$ cat src/rtl/prng_stream_ctrl_pkg.sv
// Shared types for the PRNG256 request/stream controller.
package prng_stream_ctrl_pkg;

  localparam int PREFIX_W = 7;

  typedef logic [63:0]  cr_cnt_t;
  typedef logic [255:0] prng_blk_t;
  typedef logic [15:0]  cr_len_t;

  typedef enum logic [1:0] {
    PSC_IDLE  = 2'd0,
    PSC_ISSUE = 2'd1,
    PSC_DRAIN = 2'd2
  } psc_state_t;

endpackage

$ cat src/rtl/cr_sync_fifo.sv
// First-word-fall-through synchronous FIFO with occupancy count.
module cr_sync_fifo #(
  parameter int WIDTH = 256,
  parameter int DEPTH = 4
) (
  input  logic                   CLK,
  input  logic                   RST,
  input  logic                   push,
  input  logic [WIDTH-1:0]       push_data,
  input  logic                   pop,
  output logic [WIDTH-1:0]       rd_data,
  output logic                   empty,
  output logic [$clog2(DEPTH):0] count
);

  localparam int AW = $clog2(DEPTH);

  logic [WIDTH-1:0] mem [DEPTH];
  logic [AW-1:0]    wr_ptr;
  logic [AW-1:0]    rd_ptr;
  logic             full;
  logic             do_pop;

  assign empty   = (count == '0);
  assign full    = (count == (AW+1)'(DEPTH));
  assign do_pop  = pop & ~empty;
  assign rd_data = mem[rd_ptr];

  always_ff @(posedge CLK) begin
    if (push) mem[wr_ptr] <= push_data;
  end

  always_ff @(posedge CLK) begin
    if (RST) begin
      wr_ptr <= '0;
      rd_ptr <= '0;
      count  <= '0;
    end else begin
      if (push)   wr_ptr <= wr_ptr + AW'(1);
      if (do_pop) rd_ptr <= rd_ptr + AW'(1);
      if (push && !do_pop)      count <= count + (AW+1)'(1);
      else if (!push && do_pop) count <= count - (AW+1)'(1);
    end
  end

  // The requester's credit accounting must make this impossible.
  assert property (@(posedge CLK) disable iff (RST) !(push && full));

endmodule

$ cat src/rtl/prng_stream_ctrl.sv
// Requester for PRNG256: issues one Drdy per block of a job, buffers the
// returned blocks and streams them out over valid/ready.
module prng_stream_ctrl
  import prng_stream_ctrl_pkg::*;
#(
  parameter int PIPELINE   = 1,
  parameter int FIFO_DEPTH = 4
) (
  input  logic                CLK,
  input  logic                RST,
  input  logic                req_valid,
  output logic                req_ready,
  input  logic [PREFIX_W-1:0] req_prefix,
  input  cr_cnt_t             req_cnt,
  input  logic [15:0]         req_len,
  output logic [PREFIX_W-1:0] prng_prefix,
  output cr_cnt_t             prng_cnt,
  output logic                prng_drdy,
  input  logic                prng_dvld,
  input  logic [255:0]        prng_dout,
  output logic                out_valid,
  input  logic                out_ready,
  output logic [255:0]        out_data,
  output logic                out_last,
  output logic                busy,
  output logic                done,
  output logic [1:0]          dbg_state
);

  // Handshakes: a transfer happens on a rising CLK edge where valid & ready
  // are both high; valid, once raised, holds with stable payload until then.

  localparam int OW = $clog2(FIFO_DEPTH) + 1;

  psc_state_t    state;
  cr_cnt_t       cnt_q;
  cr_len_t       remaining;
  cr_len_t       job_len;
  cr_len_t       pop_cnt;
  logic [OW-1:0] outstanding;
  logic [OW-1:0] fifo_count;
  logic [OW:0]   credit_used;
  logic          fifo_empty;
  logic          req_fire;
  logic          pop;
  logic          ret;
  logic          issue;

  assign req_ready = (state == PSC_IDLE);
  assign busy      = (state != PSC_IDLE);
  assign dbg_state = state;
  assign req_fire  = req_valid & req_ready;
  assign out_valid = ~fifo_empty;
  assign pop       = out_valid & out_ready;
  assign out_last  = out_valid && ((pop_cnt + 16'd1) == job_len);

  // A result with nothing outstanding predates a reset and is discarded.
  assign ret = prng_dvld && (outstanding != '0);

  // Credits cover both blocks in flight and blocks already buffered.
  assign credit_used = {1'b0, outstanding} + {1'b0, fifo_count};
  assign issue = (state == PSC_ISSUE) && (remaining != '0)
              && (credit_used < (OW+1)'(FIFO_DEPTH))
              && ((PIPELINE != 0) || (outstanding == '0));

  cr_sync_fifo #(
    .WIDTH (256),
    .DEPTH (FIFO_DEPTH)
  ) u_fifo (
    .CLK       (CLK),
    .RST       (RST),
    .push      (ret),
    .push_data (prng_dout),
    .pop       (pop),
    .rd_data   (out_data),
    .empty     (fifo_empty),
    .count     (fifo_count)
  );

  always_ff @(posedge CLK) begin
    if (RST) begin
      state       <= PSC_IDLE;
      cnt_q       <= '0;
      remaining   <= '0;
      job_len     <= '0;
      pop_cnt     <= '0;
      outstanding <= '0;
      prng_prefix <= '0;
      prng_cnt    <= '0;
      prng_drdy   <= 1'b0;
      done        <= 1'b0;
    end else begin
      done      <= 1'b0;
      prng_drdy <= issue;

      if (issue) begin
        prng_cnt  <= cnt_q;
        cnt_q     <= cnt_q + cr_cnt_t'(1);
        remaining <= remaining - 16'd1;
      end

      if (issue && !ret)      outstanding <= outstanding + OW'(1);
      else if (!issue && ret) outstanding <= outstanding - OW'(1);

      if (pop) pop_cnt <= pop_cnt + 16'd1;

      case (state)
        PSC_IDLE: begin
          if (req_fire) begin
            if (req_len == '0) begin
              done <= 1'b1;
            end else begin
              state       <= PSC_ISSUE;
              prng_prefix <= req_prefix;
              cnt_q       <= req_cnt;
              remaining   <= req_len;
              job_len     <= req_len;
              pop_cnt     <= '0;
            end
          end
        end
        PSC_ISSUE: begin
          if (pop && out_last) begin
            state <= PSC_IDLE;
            done  <= 1'b1;
          end else if ((remaining == '0) || (issue && remaining == 16'd1)) begin
            state <= PSC_DRAIN;
          end
        end
        PSC_DRAIN: begin
          if (pop && out_last) begin
            state <= PSC_IDLE;
            done  <= 1'b1;
          end
        end
        default: state <= PSC_IDLE;
      endcase
    end
  end

endmodule
$ cat config.mk
export PLATFORM = sky130hd
export DESIGN_NAME = prng_stream_ctrl
export DESIGN_NICKNAME = d
export VERILOG_FILES = /design/src/rtl/prng_stream_ctrl_pkg.sv /design/src/rtl/cr_sync_fifo.sv /design/src/rtl/prng_stream_ctrl.sv
export SDC_FILE = /design/constraint.sdc
export NUM_CORES = 1
export LEC_CHECK = 0
export CORE_MARGIN = 2
export CORE_UTILIZATION = 55
export CTS_BUF_LIST = sky130_fd_sc_hd__clkbuf_8
export CTS_CLUSTER_DIAMETER = 60
export CTS_CLUSTER_SIZE = 12
export DETAILED_ROUTE_END_ITERATION = 10
export PLACE_DENSITY = 0.81
export SYNTH_ARGS = -nofsm -noshare
export SYNTH_HDL_FRONTEND = slang
export SYNTH_SLANG_ARGS = --single-unit
$ cat constraint.sdc
create_clock -name CLK -period 12.6 [get_ports CLK]
set_clock_uncertainty 0.1 [all_clocks]
set_input_delay 1.89 -clock CLK [delete_from_list [all_inputs] [get_ports CLK]]
set_output_delay 1.89 -clock CLK [all_outputs]
set_load 0.03 [all_outputs]
==> key figures, run 1 <==
Synth
  • Count leader, synth: edfxtp_1
  • Async SR Flop Fraction: 0%
  • Post-synth EDFFs: 1024
  • Yosys Warn Count: 0
  • Synth Flop Type: edfxtp_1
  • FF+latch count, synth: 1223
  • Post-synth top area cell: edfxtp_1
  • Net count after synthesis: 2874
  • Cell count after synthesis: 2508
  • Synth Cell Area: 46100 sq um
  • Synth unique cells: 57
  • Post-Syn Area per Cell: 18.4 sq um
  • Commonest cells in the netlist: edfxtp_1 (1024), mux4_2 (256), nand2_1 (228), dfxtp_1 (199), nor2_1 (125)
  • Ranking of synthesized cells by area: edfxtp_1 (67%), mux4_2 (12%), dfxtp_1 (8.6%)
  • Top cell type's share of synthesized area: 66.6%
  • Sequential share of the synthesized area: 75.3%

Setup path
  • CP arrival: 4680 ps
  • CP Class: flop to output pin
  • R2R setup slack: 8280 ps
  • CP Max Fanout: 71
  • Reg-to-reg endpoint: cnt_q[52]
  • Cell depth of the worst flop-to-flop path: 12
  • Crit path to: out_data[18]
  • CP Data Required Time: 10610 ps
  • Setup crit start kind: flop
  • Launching point of the worst reg2reg path: dbg_state[1]
  • Nature of the critical path endpoint: output pin

Global routing
  • Largest net degree at the start of global routing: 168
  • Initial antenna violation count: 22
  • First-pass GRT wire length: 160 mm
  • Grt total ovfl: 0
  • Vias in the first global route: 26100
  • Overall global routing resource usage: 24.6%

Finish
  • Area growth from synthesis to layout: 21.3%
  • Share of layout cells above drive strength 1: 13.5%
  • Fillcell total: 5298
  • Post-route design area: 56000 sq um
  • Footprint of the multi-input gates: 10800 sq um
  • Nets: 3562
  • Register area: 34700 sq um

Routing
  • Vias per cell: 5.90
  • Pre-Repair DR Iteration Count: 5
  • Wire per inst: 24.8 um
  • DR vias: 25500
  • WL final: 108 mm
  • Initial drt markers: 2114
  • Drc violations: 0
  • Antenna-violating nets left: 0

Timing
  • Fin. Hold Viols: 0
  • Setup violators final: 0
  • Max-slew violations: 0
  • RSZ-0062 raised after global routing: false
  • Worst-Margin Slew: 1340 ps
  • Max-Slew Margin vs Limit: 10.4%
  • Achievable clock frequency: 150 MHz
  • Fin Setup TNS: 0 ps
  • Final worst path period share: 53.0%
  • PnR worst setup slack: 5930 ps
  • Tmin final: 6670 ps

Floorplanning
  • Area of the core: 83400 sq um
  • DIE WIDTH: 294 um
  • Ports: 683
  • Die Span Y: 294 um
  • Standard-cell rows: 106
  • Die Footprint: 86200 sq um
  • Initial Util: 55.3%

Worst hold path
  • Hold crit path type: flop to flop

Clock tree
  • Clock tree buffer depth: 3
  • Clock-pin slew on the worst setup and hold paths: 80 ps
  • Root Buffer: clkbuf_8
  • Num Clock Sinks: 1223
  • H-tree levels: 3
  • Post_cts resized: 0
  • CTS buffer count: 116
  • CTS tree: yes
  • Clk_lat worst skew: 740 ps
  • # hold bufs at CTS: 0
  • Post-CTS setup buffer count: 0

Pwr
  • Total power: 11.3 mW
  • Leak Pwr: 17.4 nW
  • Power Dens Cells: 202 nW/um^2
  • VDD IR max: 166 uV

Place
  • Final GP Congestion: 0.885
  • Area post-placement: 54100 sq um
  • Port buffer count: 682
  • Placement Setup Slack: 6480 ps
  • DP HPWL: 71.4 mm

Run
  • Maximum capacitance violations: 0

Status
  • Status: finished clean
-- how the worst min path moves through the flow --
stage / startpoint / endpoint / slack (ps) / cells after the start
CTS: prng_cnt[61] / prng_cnt[61] / 360 / 2
finish: prng_cnt[61] / prng_cnt[61] / 360 / 2
global route: prng_cnt[53] / prng_cnt[53] / 380 / 2
detailed placement: prng_cnt[61] / prng_cnt[61] / 350 / 2
global placement: prng_prefix[4] / prng_prefix[4] / 340 / 2
floorplan: cnt_q[63] / prng_cnt[63] / 340 / 2
-- cells in the final DEF (no fill, tap or decap), types with 4 or more instances in the layout --
cell type        count
edfxtp_1          1024
nor2_1             125
nand2_1            228
a21oi_1            104
clkbuf_8           117
inv_1               46
xor2_1              36
clkdlybuf4s50_1    681
buf_4               20
and2_1               5
and4_1              12
nor2b_1              4
and3_1               6
or4_1                4
o21ai_0             19
ha_1                16
a311oi_1            12
nand3_1             29
nand4_1             22
mux4_2             256
nor3b_1              4
or3_1               20
nor3_1              28
buf_12               4
dfxtp_1            197
a211oi_1            62
nor4_1              16
and2_4               4
xnor2_1             72
diode_2             16
-- routing by layer --
layer / vias up / wire [um] / global-route usage, % / share of wire (%)
met3: 218 / 9210 / 6.54 / 8.6
met5: - / 89 / 0 / 0.083
met2: 1040 / 54900 / 41.4 / 51
li1: 11200 / - / - / -
met4: 14 / 4020 / 10.9 / 3.7
met1: 13000 / 39400 / 30.2 / 37
-- area by class of cell --
class | instances | share of cell area, %
inverter | 22 | 0.148
clock inverter | 41 | 0.485
sequential | 1223 | 62.1
clock buffer | 117 | 2.88
timing repair buffer | 705 | 12.6
antenna | 16 | 0.0715
multi-input combinational | 1128 | 19.3
tap | 1080 | 2.41
-- per-stage QoR --
| step | utilization, % | instances | hold WS, ps |
|---|---|---|---|
| 2_1_floorplan | - | 2508 | 344 |
| 3_3_place_gp | 64.8 | 4158 | 342 |
| 3_5_place_dp | 64.8 | 4158 | 346 |
| 4_1_cts | 67.0 | 4316 | 358 |
| 5_1_grt | 67.1 | 4329 | 378 |
| 6_report | 67.1 | 4332 | 356 |
-- kinds of logic after synthesis --
logic type,share of synthesized area (%)
and+or+nand+nor,5.42
DFF,75.3
adders and majority gates,0.521
muxes,12.5
xor gates and xnor gates,2.05
AOI/OAI and AO/OA,2.90
buffers and inverters,1.30
-- flip-flops by register name, summed over array words and instances (netlist names), named ones only --
name and cells:
u_fifo.mem 1024, cnt_q 64, prng_cnt 64, job_len 16
pop_cnt 16, remaining 16, prng_prefix 7, outstanding 3
u_fifo.count 3, dbg_state 2, u_fifo.rd_ptr 2, u_fifo.wr_ptr 2
done 1, prng_drdy 1
-- worst max-delay path, cell delays in order (launching register included) --
cell and delay [ps]:
dfxtp_4 860, buf_4 850, buf_4 870, mux4_2 440
clkdlybuf4s50_1 730
-- report_power, final --
| group | total [mW] | switching, mW | leakage, nW | internal [mW] |
|---|---|---|---|---|
| sequential | 5.13 | 0.229 | 10.9 | 4.90 |
| combinational | 4.04 | 2.32 | 5.46 | 1.72 |
| clock | 2.13 | 1.26 | 1.05 | 0.863 |
Note: power is estimated with default switching activity, not from simulation.
==> inputs of run 2 (changes only) <==
==> constraint.sdc (replaced) <==
create_clock -name CLK -period 6.55 [get_ports CLK]
set_clock_uncertainty 0.1 [all_clocks]
set_input_delay 0.9825 -clock CLK [delete_from_list [all_inputs] [get_ports CLK]]
set_output_delay 0.9825 -clock CLK [all_outputs]
set_load 0.03 [all_outputs]
==> run 2 against run 1 <==
Effect of this change:
- die area stayed put
- clock-buffer cell count grew 4
- hold slack better by 5.8 ps
- core utilization up 0.33 points
- wire length down 0.16%
- final area increased by 0.49%
- flip-flop and latch count unchanged
- first-iteration DRC count fell by 11%
- sequential power grew 92%
- register-to-register slack worse by 5400 ps
==> key figures, run 2 (synthesized netlist as in run 1, its figures left out) <==
Setup path
  • CP Max Fanout: 7 (was 71)
  • Setup crit start kind: flop (unchanged)
  • Slowest CP cell: clkdlybuf4s50_1 (was buf_4)
  • Nature of the critical path endpoint: output pin (unchanged)
  • CP arrival: 3600 ps (was 4680 ps)
  • R2R setup slack: 2850 ps (was 8280 ps)
  • Cell Chain, Critical Path: ha_1, nand3_1, nor4_1, a21oi_1, a2111oi_0, nand3_1, nor3_1, clkdlybuf4s50_1 (was buf_4, buf_4, mux4_2, clkdlybuf4s50_1)
  • CP Data Required Time: 5470 ps (was 10610 ps)
  • Largest stage delay, worst path: 740 ps (was 870 ps)
  • Crit path top cell by count: nand3_1 (was buf_4)
  • CP Class: flop to output pin (unchanged)

Timing
  • Fin. Hold Viols: 0 (unchanged)
  • Hold Slack: 362 ps (was 356 ps)
  • Max-Slew Margin vs Limit: 28.8% (was 10.4%)
  • Tmin final: 4680 ps
  • Fin Setup TNS: 0 ps (unchanged)
  • Final worst path period share: 71.5%
  • Setup violators final: 0 (unchanged)
  • Max-slew violations: 0 (unchanged)
  • PnR worst setup slack: 1870 ps (was 5930 ps)
  • Worst-Margin Slew: 1070 ps (was 1340 ps)
  • Achievable clock frequency: 214 MHz
  • RSZ-0062 raised after global routing: false (unchanged)

Clock tree
  • Root Buffer: clkbuf_8 (unchanged)
  • CTS tree: yes (unchanged)
  • Post_cts resized: 0 (unchanged)
  • Clk_lat worst skew: 770 ps (was 740 ps)
  • # hold bufs at CTS: 0 (unchanged)
  • Clock tree buffer depth: 3 (unchanged)
  • Clock-pin slew on the worst setup and hold paths: 80 ps (about the same)
  • Num Clock Sinks: 1223 (unchanged)
  • CTS buffer count: 117 (was 116)
  • Post-CTS setup buffer count: 0 (unchanged)
  • H-tree levels: 3 (unchanged)

Floorplanning
  • DIE WIDTH: 294 um (unchanged)
  • Die Span Y: 294 um (unchanged)
  • Die Footprint: 86200 sq um (unchanged)
  • Area of the core: 83400 sq um (unchanged)
  • Standard-cell rows: 106 (unchanged)
  • Ports: 683 (unchanged)
  • Initial Util: 55.3% (unchanged)

Finish
  • Commonest non-fill, non-tap cell in the layout: edfxtp_1 (unchanged)
  • Commonest non-fill, non-tap cells in the layout: edfxtp_1 (1024), clkdlybuf4s50_1 (681), mux4_2 (256) (unchanged)
  • Largest Register: u_fifo.mem (unchanged)
  • Post-route design area: 56200 sq um (was 56000 sq um)
  • Share of layout cells above drive strength 1: 13.7% (was 13.5%)
  • Largest register FFs: 1024 (unchanged)
  • Area growth from synthesis to layout: 21.9% (was 21.3%)
  • Nets: 3567 (was 3562)
  • Biggest registers after layout: u_fifo.mem x1024, cnt_q x64, prng_cnt x64 (unchanged)

Routing
  • DR vias: 25500 (about the same)
  • Drc violations: 0 (unchanged)
  • Antenna-violating nets left: 0 (unchanged)
  • Pre-Repair DR Iteration Count: 7 (was 5)
  • Wire per inst: 24.7 um (was 24.8 um)
  • Initial drt markers: 1892 (was 2114)
  • WL final: 107 mm (was 108 mm)
  • Vias per cell: 5.88 (was 5.90)

Global routing
  • Vias in the first global route: 26000 (was 26100)
  • Overall global routing resource usage: 24.7% (was 24.6%)
  • Largest net degree at the start of global routing: 150 (was 168)
  • First-pass GRT wire length: 160 mm (about the same)
  • Initial antenna violation count: 28 (was 22)
  • Grt total ovfl: 0 (unchanged)

Place
  • Port buffer count: 682 (unchanged)
  • Placement Setup Slack: 2560 ps (was 6480 ps)
  • DP HPWL: 71.2 mm (was 71.4 mm)
  • Area post-placement: 54200 sq um (was 54100 sq um)
  • Final GP Congestion: 0.896 (was 0.885)

Worst hold path
  • Hold crit path type: flop to flop (unchanged)

Pwr
  • VDD IR max: 265 uV (was 166 uV)
  • Total power: 21.9 mW (was 11.3 mW)
  • Leak Pwr: 17.5 nW (was 17.4 nW)
  • Power Dens Cells: 390 nW/um^2 (was 202 nW/um^2)

Status
  • Status: finished clean (unchanged)

Run
  • Maximum capacitance violations: 0 (unchanged)
run 2: changes by cell type in the layout (fill, tap and decap cells not counted), moves of 2 or more:
cell | previous run | this run
buf_12 | 4 | 12
clkinv_2 | 2 | 0
buf_4 | 20 | 16
clkbuf_8 | 117 | 121
clkinvlp_4 | 3 | 1
bufinv_16 | 0 | 2
clkinv_4 | 0 | 4
diode_2 | 16 | 20
run 2: area by class of cell:
| class | count | area (sq um) |
|---|---|---|
| inverters | 22 | 82.6 |
| flip-flops and latches | 1223 | 34700 |
| clock inverters | 43 | 348 |
| diodes | 20 | 50.0 |
| clock buffers | 121 | 1670 |
| repair buffers | 709 | 7180 |
| multi-input cells | 1128 | 10800 |
| well taps | 1080 | 1350 |
| fillers | 5330 | 27200 |
run 2: worst max-delay path, delay by kind of cell (launching register included):
kind,cells,cell delay [ps]
adder cells (fa/ha/maj),1,270
AND/OR/NAND/NOR,4,990
buffers and inverters,1,740
flip-flops,1,470
AO/OA/AOI/OAI,2,430
run 2: metal layers:
| layer | vias up | track usage, % | part of all wire, % |
|---|---|---|---|
| met5 | - | 0 | 0.13 |
| met4 | 20 | 10.6 | 4.1 |
| met3 | 207 | 6.85 | 7.9 |
| met2 | 999 | 40.3 | 50 |
| met1 | 13100 | 31.2 | 38 |
| li1 | 11200 | - | - |
run 2: final timing paths:
kind | depth (start not counted) | startpoint | to
worst max-delay path | 8 | pop_cnt[0] | out_last
worst min-delay path | 2 | prng_cnt[54] | prng_cnt[54]
worst max register to register | 9 | outstanding[2] | cnt_q[48]
worst min register to register | 2 | prng_cnt[54] | prng_cnt[54]
run 2: report_power, final:
part           switching, mW  leakage (nW)  internal (mW)
logic                   4.46          5.51           3.35
registers              0.444          10.9           9.41
clock network           2.45          1.12           1.80
run 2: stage by stage:
step	std cells	utilization [%]
global placement	4162	64.9
detailed placement	4162	64.9
CTS	4326	67.4
global route	4343	67.4
floorplan	2508	-
finish	4346	67.4
==> inputs of run 3 (changes only) <==
==> constraint.sdc (replaced) <==
create_clock -name CLK -period 4.66 [get_ports CLK]
set_clock_uncertainty 0.1 [all_clocks]
set_input_delay 0.699 -clock CLK [delete_from_list [all_inputs] [get_ports CLK]]
set_output_delay 0.699 -clock CLK [all_outputs]
set_load 0.03 [all_outputs]
==> run 3 against run 2 <==
Effect of this change:
- wire length increased by 1.5%
- worst setup slack got worse by 1600 ps
- final area increased by 0.35%
- power increased by 40%
- global-route usage about the same
- via count increased by 0.95%
- clock power increased by 37%
- largest power group unchanged
==> key figures, run 3 (synthesized netlist as in run 1, its figures left out) <==
Status
  • Status: finished clean (unchanged)

Timing
  • RSZ-0062 raised after global routing: false (unchanged)
  • Worst-Margin Slew: 896 ps (was 1070 ps)
  • Max-slew violations: 0 (unchanged)
  • Final worst path period share: 93.2%
  • Max-Slew Margin vs Limit: 40.3% (was 28.8%)
  • Fin Setup TNS: 0 ps (unchanged)
  • Tmin final: 4350 ps
  • Fin. Hold Viols: 0 (unchanged)
  • Setup violators final: 0 (unchanged)
  • Achievable clock frequency: 230 MHz

Floorplanning
  • Die Span Y: 294 um (unchanged)
  • Die Footprint: 86200 sq um (unchanged)
  • Ports: 683 (unchanged)
  • Initial Util: 55.3% (unchanged)
  • DIE WIDTH: 294 um (unchanged)
  • Standard-cell rows: 106 (unchanged)
  • Area of the core: 83400 sq um (unchanged)

Clock tree
  • H-tree levels: 3 (unchanged)
  • # hold bufs at CTS: 0 (unchanged)
  • CTS tree: yes (unchanged)
  • Clock tree buffer depth: 3 (unchanged)
  • Num Clock Sinks: 1223 (unchanged)
  • Clk_lat worst skew: 760 ps (was 770 ps)
  • Root Buffer: clkbuf_8 (unchanged)
  • Clock-pin slew on the worst setup and hold paths: 80 ps (about the same)
  • CTS buffer count: 116 (was 117)

Finish
  • Largest register FFs: 1024 (unchanged)
  • Largest Register: u_fifo.mem (unchanged)
  • Commonest non-fill, non-tap cells in the layout: edfxtp_1 (1024), clkdlybuf4s50_1 (680), mux4_2 (256) (was edfxtp_1 (1024), clkdlybuf4s50_1 (681), mux4_2 (256))
  • Fillcell total: 5266 (was 5330)
  • Footprint of the multi-input gates: 10800 sq um (unchanged)
  • Nets: 3577 (was 3567)
  • Commonest non-fill, non-tap cell in the layout: edfxtp_1 (unchanged)
  • Share of layout cells above drive strength 1: 13.9% (was 13.7%)
  • Register area: 34700 sq um (unchanged)
  • Biggest registers after layout: u_fifo.mem x1024, cnt_q x64, prng_cnt x64 (unchanged)
  • Area growth from synthesis to layout: 22.3% (was 21.9%)

Routing
  • DR vias: 25800 (was 25500)
  • Antenna-violating nets left: 0 (unchanged)
  • WL final: 109 mm (was 107 mm)
  • Wire per inst: 25.0 um (was 24.7 um)
  • Drc violations: 0 (unchanged)
  • Pre-Repair DR Iteration Count: 7 (unchanged)
  • Initial drt markers: 1896 (was 1892)
  • Vias per cell: 5.90 (was 5.88)

Worst hold path
  • Hold Path Depth: 2 (unchanged)
  • Hold crit path type: flop to flop (unchanged)
  • Worst Hold Launch: prng_prefix[5] (was prng_cnt[54])

Global routing
  • Overall global routing resource usage: 24.6% (was 24.7%)
  • Largest net degree at the start of global routing: 133 (was 150)
  • Grt total ovfl: 0 (unchanged)
  • Vias in the first global route: 26200 (was 26000)
  • Initial antenna violation count: 50 (was 28)
  • First-pass GRT wire length: 159 mm (was 160 mm)

Setup path
  • Reg-to-reg endpoint: cnt_q[48] (unchanged)
  • Crit path top cell by count: nand3_1 (unchanged)
  • CP arrival: 3550 ps (was 3600 ps)
  • Launching point of the worst reg2reg path: dbg_state[1] (was outstanding[2])
  • Crit path from: pop_cnt[0] (unchanged)
  • Largest stage delay, worst path: 460 ps (was 740 ps)
  • R2R setup slack: 1140 ps (was 2850 ps)
  • Cell Chain, Critical Path: ha_1, nand3_1, nor4_1, a21oi_1, a2111oi_0, nand3_1, nor3_1, dlygate4sd2_1 (was ha_1, nand3_1, nor4_1, a21oi_1, a2111oi_0, nand3_1, nor3_1, clkdlybuf4s50_1)
  • CP Data Required Time: 3860 ps (was 5470 ps)
  • CP Class: flop to output pin (unchanged)
  • Slowest CP cell: dlygate4sd2_1 (was clkdlybuf4s50_1)
  • Nature of the critical path endpoint: output pin (unchanged)
  • Buf+Inv Stages, Crit Path: 1 (unchanged)
  • Crit path to: out_last (unchanged)
  • Levels on crit path: 8 (unchanged)
  • Setup crit start kind: flop (unchanged)
  • Critical path's top delay family: simple AND/OR/NAND/NOR gates (unchanged)
  • CP Max Fanout: 7 (unchanged)
  • Cell depth of the worst flop-to-flop path: 10 (was 9)

Place
  • Port buffer count: 682 (unchanged)
  • DP HPWL: 71.9 mm (was 71.2 mm)
  • Final GP Congestion: 0.881 (was 0.896)

Pwr
  • Leak Pwr: 17.6 nW (was 17.5 nW)
  • VDD IR max: 412 uV (was 265 uV)
  • Power Dens Cells: 545 nW/um^2 (was 390 nW/um^2)
  • Total power: 30.8 mW (was 21.9 mW)

Run
  • Maximum capacitance violations: 0 (unchanged)
==> run 3: worst min-delay path by stage <==
stage	endpoint	slack (ps)
final	prng_prefix[5]	360
after global routing	prng_prefix[5]	340
after CTS	prng_prefix[5]	320
after detailed placement	prng_prefix[5]	350
after global placement	prng_cnt[60]	340
after floorplan	prng_cnt[63]	340
==> run 3: per-layer routing <==
layer	global-route usage [%]	wire length (um)	up-vias
li1	-	-	11300
met1	30.0	38900	13100
met2	40.2	54800	1113
met3	8.10	10500	251
met4	11.3	4730	34
met5	0	217	-
==> run 3: repair_timing <==
| action | CTS | global route |
|---|---|---|
| gates resized for setup | 1 | 0 |
| buffers inserted | 0 | 0 |
| endpoints found under the setup margin | 1 | 0 |
==> run 3: through the flow <==
stage               cells  util, %  hold WS (ps)  setup WS [ps]  area [sq um]
finish               4368     67.7           359            315         56400
global placement     4173     65.2           342            626         54400
global route         4362     67.6           340           97.2         56400
detailed placement   4173     65.2           346            793         54400
CTS                  4334     67.6           319            247         56400
floorplan            2508        -           344           -133         46100
==> run 3: worst register-to-register path, delay by kind of cell, from the launching register on <==
family,cells,cell delay (ps)
fa+ha+maj,1,190
xor+xnor,1,130
compound gates,2,500
simple gates,4,1640
buf+inv,2,510
flops,1,370
==> run 3: report_power, final <==
| group | internal [mW] | switching (mW) | leakage, nW |
|---|---|---|---|
| logic | 4.76 | 6.32 | 5.61 |
| registers | 13.2 | 0.632 | 10.9 |
| clock network | 2.41 | 3.44 | 1.09 |
| total | 20.4 | 10.4 | 17.6 |
==> run 3: area by class of cell <==
cell class	count	area share, %
repair buffers	720	13.1
multi-input cells	1128	19.2
clock inverters	43	0.548
well taps	1080	2.39
clock buffers	118	2.88
flip-flops and latches	1223	61.5
diodes	34	0.151
inverters	22	0.146
